<file path="src/rtl/instruction_fetch_unit.sv">
// instruction_fetch_unit: RV32 IF stage with PC, next-PC select, imem handshake, IF/ID register
module instruction_fetch_unit #(
  parameter logic [31:0] RESET_PC  = 32'h00000000,
  parameter logic [31:0] NOP_INSTR = 32'h00000013
) (
  input  logic        CLK,
  input  logic        RESET,
  input  logic        STALL,
  input  logic        BRANCH_TAKEN,
  input  logic [31:0] BRANCH_TARGET,
  output logic        IMEM_READ,
  output logic [31:0] IMEM_ADDRESS,
  input  logic [31:0] IMEM_READDATA,
  input  logic        IMEM_BUSYWAIT,
  output logic [31:0] PC,
  output logic [31:0] IF_INSTRUCTION,
  output logic [31:0] IF_PC,
  output logic [31:0] IF_PC_PLUS4,
  output logic        IF_VALID
);
  typedef enum logic {FETCH, DRAIN} state_t;
  state_t state, state_next;
  logic [31:0] drain_addr;
  logic [31:0] pc_plus4;
  logic [31:0] target;
  assign pc_plus4 = PC + 32'd4;
  assign target   = {BRANCH_TARGET[31:2], 2'b00};
  // DRAIN keeps presenting the abandoned address until memory finishes with it
  always_comb begin
    state_next   = state;
    IMEM_READ    = !RESET;
    IMEM_ADDRESS = (state == DRAIN) ? drain_addr : PC;
    state_next   = (state == DRAIN) ? (IMEM_BUSYWAIT ? DRAIN : FETCH)
                                    : ((BRANCH_TAKEN && IMEM_BUSYWAIT) ? DRAIN : FETCH);
  end
  always_ff @(posedge CLK) begin
    if (RESET) begin
      state          <= FETCH;
      PC             <= RESET_PC;
      drain_addr     <= 32'd0;
      IF_INSTRUCTION <= NOP_INSTR;
      IF_PC          <= 32'd0;
      IF_PC_PLUS4    <= 32'd0;
      IF_VALID       <= 1'b0;
    end else begin
      state <= state_next;
      if (BRANCH_TAKEN) begin
        PC             <= target;
        IF_INSTRUCTION <= NOP_INSTR;
        IF_VALID       <= 1'b0;
        if (state == FETCH && IMEM_BUSYWAIT) drain_addr <= PC;
      end else if (state == DRAIN || (!STALL && IMEM_BUSYWAIT)) begin
        IF_INSTRUCTION <= NOP_INSTR;
        IF_VALID       <= 1'b0;
      end else if (!STALL) begin
        IF_INSTRUCTION <= IMEM_READDATA;
        IF_PC          <= PC;
        IF_PC_PLUS4    <= pc_plus4;
        IF_VALID       <= 1'b1;
        PC             <= pc_plus4;
      end
    end
  end
endmodule
</file>
<file path="config.mk">
export PLATFORM = sky130hd
export DESIGN_NAME = instruction_fetch_unit
export DESIGN_NICKNAME = d
export VERILOG_FILES = /design/src/rtl/instruction_fetch_unit.sv
export SDC_FILE = /design/constraint.sdc
export NUM_CORES = 1
export LEC_CHECK = 0
export CORE_UTILIZATION = 65
export CTS_CLUSTER_SIZE = 20
export DETAILED_ROUTE_END_ITERATION = 12
export DONT_BUFFER_PORTS = 1
export PLACE_DENSITY = 0.85
export SYNTH_ARGS = -nofsm -noshare
export SYNTH_HDL_FRONTEND = slang
export SYNTH_SLANG_ARGS = --single-unit
</file>
<file path="constraint.sdc">
create_clock -name CLK -period 3.95 [get_ports CLK]
set_input_delay 0.79 -clock CLK [delete_from_list [all_inputs] [get_ports CLK]]
set_output_delay 0.79 -clock CLK [all_outputs]
set_load 0.02 [all_outputs]
</file>
==> impl_metrics.json <==
{
  "antenna_cells": 0,
  "hp-class": "input pin to flip-flop",
  "routedWlPerCell_um": 19.6,
  "first_iter_violations": 534,
  "seqPwrFrac_pct": 48.0,
  "syn_area_per_cell_um2": 8.42,
  "tns_ps": 0,
  "finClkSkew_ps": 8.01,
  "hold_end": "drain_addr[9]",
  "dr_wl_met2_um": 9010,
  "synthCells": 837,
  "cp.arrival_ps": 1980,
  "io_buffers": 0,
  "ys_warn_count": 0,
  "postLayoutCellArea_um2": 7520,
  "status": "finished, final reports clean",
  "initial_core_util_pct": 67.7,
  "wl_met3_um": 1680,
  "fp.dieW_um": 106,
  "rsz0062_at_grt": "no",
  "firstDrtPassIters": 7,
  "wl_met1_um": 7150,
  "clkLatencyLatePin_ps": 530,
  "finalNetCount": 858,
  "grt_pass1_wl_um": 28600,
  "netlist_top_cells_area": "dfxtp_1 44%, nand2_1 7.8%, a21oi_1 7.3%",
  "drc": 0,
  "slew_headroom_pct": 37.3,
  "grt_max_degree": 97,
  "fp.coreArea_um2": 10400,
  "grt_pass1_vias": 5574,
  "ant_nets": 0,
  "critPathLaunchType": "flip-flop",
  "r2r_start": "PC[8]",
  "ys_ff_latch": 154,
  "critical_path_class": "flip-flop to output port",
  "hold_depth": 1,
  "period_minus_slack_ps": 2770,
  "synth_area_leader_cell": "dfxtp_1",
  "top_layer": "met4",
  "netlist_area_um2": 7050,
  "end_kind": "output port",
  "grt_antenna_before_repair": 0,
  "htreeDepth": 4,
  "final_util_pct": 72.2,
  "hold_start": "RESET",
  "yosysUniqueCellTypes": 46,
  "die_y_um": 106,
  "regToRegSetupSlack_ps": 1260,
  "p_comb_share_pct": 7.3,
  "routed_wl_um": 18300,
  "hpwl_um": 12400,
  "critPathTopFamily": "flip-flops",
  "hold_viol": 0,
  "cts-root-buf": "clkbuf_8",
  "cap_violations": 0,
  "clock.fmax_mhz": 361,
  "cts.clk_slew.worst_paths_ps": 70,
  "grt_usage_pct": 32.8,
  "cellPowerDensity_nw_per_um2": 486,
  "via_per_inst": 6.19,
  "clkPwrFrac_pct": 44.7,
  "yosysTopAreaCellShare_pct": 43.8,
  "ir_worst_vdd_v": 0.000316,
  "final.period_utilization_pct": 70.1,
  "drive_gt1_share_pct": 11.5,
  "cts_hold_buf": 0,
  "async_reset_ff_share_pct": 0,
  "place_congestion": 0.872,
  "cpMaxStageDelayCell": "dfxtp_2",
  "critPathRequiredTime_ps": 3160,
  "dr_total_vias": 5798,
  "worstMarginPinSlew_ps": 941,
  "post_cts_resized": 0,
  "ff2ff_path_depth": 5,
  "crit_path_max_fanout": 36,
  "leakage_nw": 2.81,
  "synth_enable_flop_cells": 0,
  "die_area_um2": 11300,
  "slowest_delay_ps": 950,
  "yosysSeqAreaShare_pct": 43.8,
  "drv_slew": 0,
  "clock_path_buffers": 2,
  "switching_share_pct": 27.1,
  "clock-sinks": 154,
  "setup_viol_count_final": 0,
  "power.switching_uw": 991,
  "syn_to_final_growth_pct": 6.75,
  "p_int_mw": 2.67,
  "cts_setup_buffers": 0,
  "cts_tree": "done",
  "synth_ff_type": "dfxtp_1",
  "critPathBufInv": 0,
  "numCtsBuffers": 17,
  "fp-row-count": 37,
  "grt_overflow_total": 0,
  "path_cells": "mux2_2",
  "placed_area_um2": 6920,
  "ioPinCount": 231,
  "whs_ps": 327,
  "r2r-end": "PC[31]"
}
-- area by class of cell --
class,instances,area [um^2]
clock buffers,19,442
clock inverters,13,158
fillers,788,2890
inverters,20,75.1
multi-input cells,582,3500
flip-flops and latches,154,3080
well taps,136,170
repair buffers,13,97.6
-- stage by stage --
stage	setup slack, ps	cells	power (mW)
floorplan	1830	844	2.02
global placement	1440	905	2.04
detailed placement	1350	905	2.05
CTS	1200	937	3.66
global route	1120	937	3.78
finish	1180	937	3.66
-- synth_stat cells, types with 2 or more instances --
master    count
nor3b_1       3
nor4_2        2
inv_1        20
nor4_4        3
a21oi_1     103
a211oi_1      6
mux2_2       30
and2_1        6
clkbuf_1     45
and3_1        4
nand3_1      21
dfxtp_1     154
nand4_1      14
a211o_1       4
buf_6         3
xor2_1       22
and4_1        8
nor2b_1       4
mux2i_1      33
buf_4        15
xnor2_1      30
buf_2        20
buf_1         4
o21ai_0      27
nor4_1        3
o21a_1       17
nor2_1       59
nand4_2       2
nand2_1     147
nor3_1       12
-- layout by cell type (no fill, tap or decap), types with 11 or more instances in the layout --
cell type / instances
a21oi_1: 103
buf_4: 13
clkbuf_16: 16
dfxtp_1: 153
inv_1: 20
mux2_2: 30
mux2i_1: 33
nand2_1: 147
nand3_1: 21
nand4_1: 14
nor2_1: 59
nor3_1: 11
o21a_1: 17
o21ai_0: 27
xnor2_1: 30
xor2_1: 22
-- logic make-up after synthesis --
| family | Yosys count | synth area share [%] |
|---|---|---|
| AND/OR/NAND/NOR | 296 | 20.1 |
| AO/OA/AOI/OAI | 162 | 12.7 |
| flip-flops | 154 | 43.8 |
| buffers and inverters | 108 | 7.24 |
| multiplexers | 63 | 9.48 |
| XOR/XNOR | 52 | 6.46 |
| adder cells (fa/ha/maj) | 1 | 0.178 |
| other | 1 | 0.0532 |
-- worst max-delay path by stage --
stage          startpoint          endpoint  slack, ps  cells after the start
5_1_grt             state  IMEM_ADDRESS[22]       1120                      1
2_1_floorplan       RESET         IMEM_READ       1830                      3
4_1_cts             state  IMEM_ADDRESS[12]       1200                      1
3_5_place_dp        PC[8]            PC[31]       1350                      5
3_3_place_gp        PC[8]            PC[31]       1440                      5
6_report            state  IMEM_ADDRESS[22]       1180                      1
-- registers in the layout, indices dropped and copies added (netlist names) --
name            flops
IF_PC              30
IF_VALID            1
IF_PC_PLUS4        30
drain_addr         30
PC                 30
state               1
IF_INSTRUCTION     32
-- per-layer routing --
layer,vias to the layer above,global-route usage [%]
met5,-,0
met4,0,15.8
met3,50,10.9
met2,301,55.4
met1,2756,37.3
li1,2691,-
-- power groups by stage --
stage	Sequential [mW]	Combinational [mW]	Clock [mW]
finish	1.76	0.266	1.64
detailed placement	1.79	0.262	0
floorplan	1.74	0.289	0
global placement	1.79	0.253	0
global route	1.77	0.288	1.73
CTS	1.76	0.263	1.64
Power figures use the tool's default switching activity.
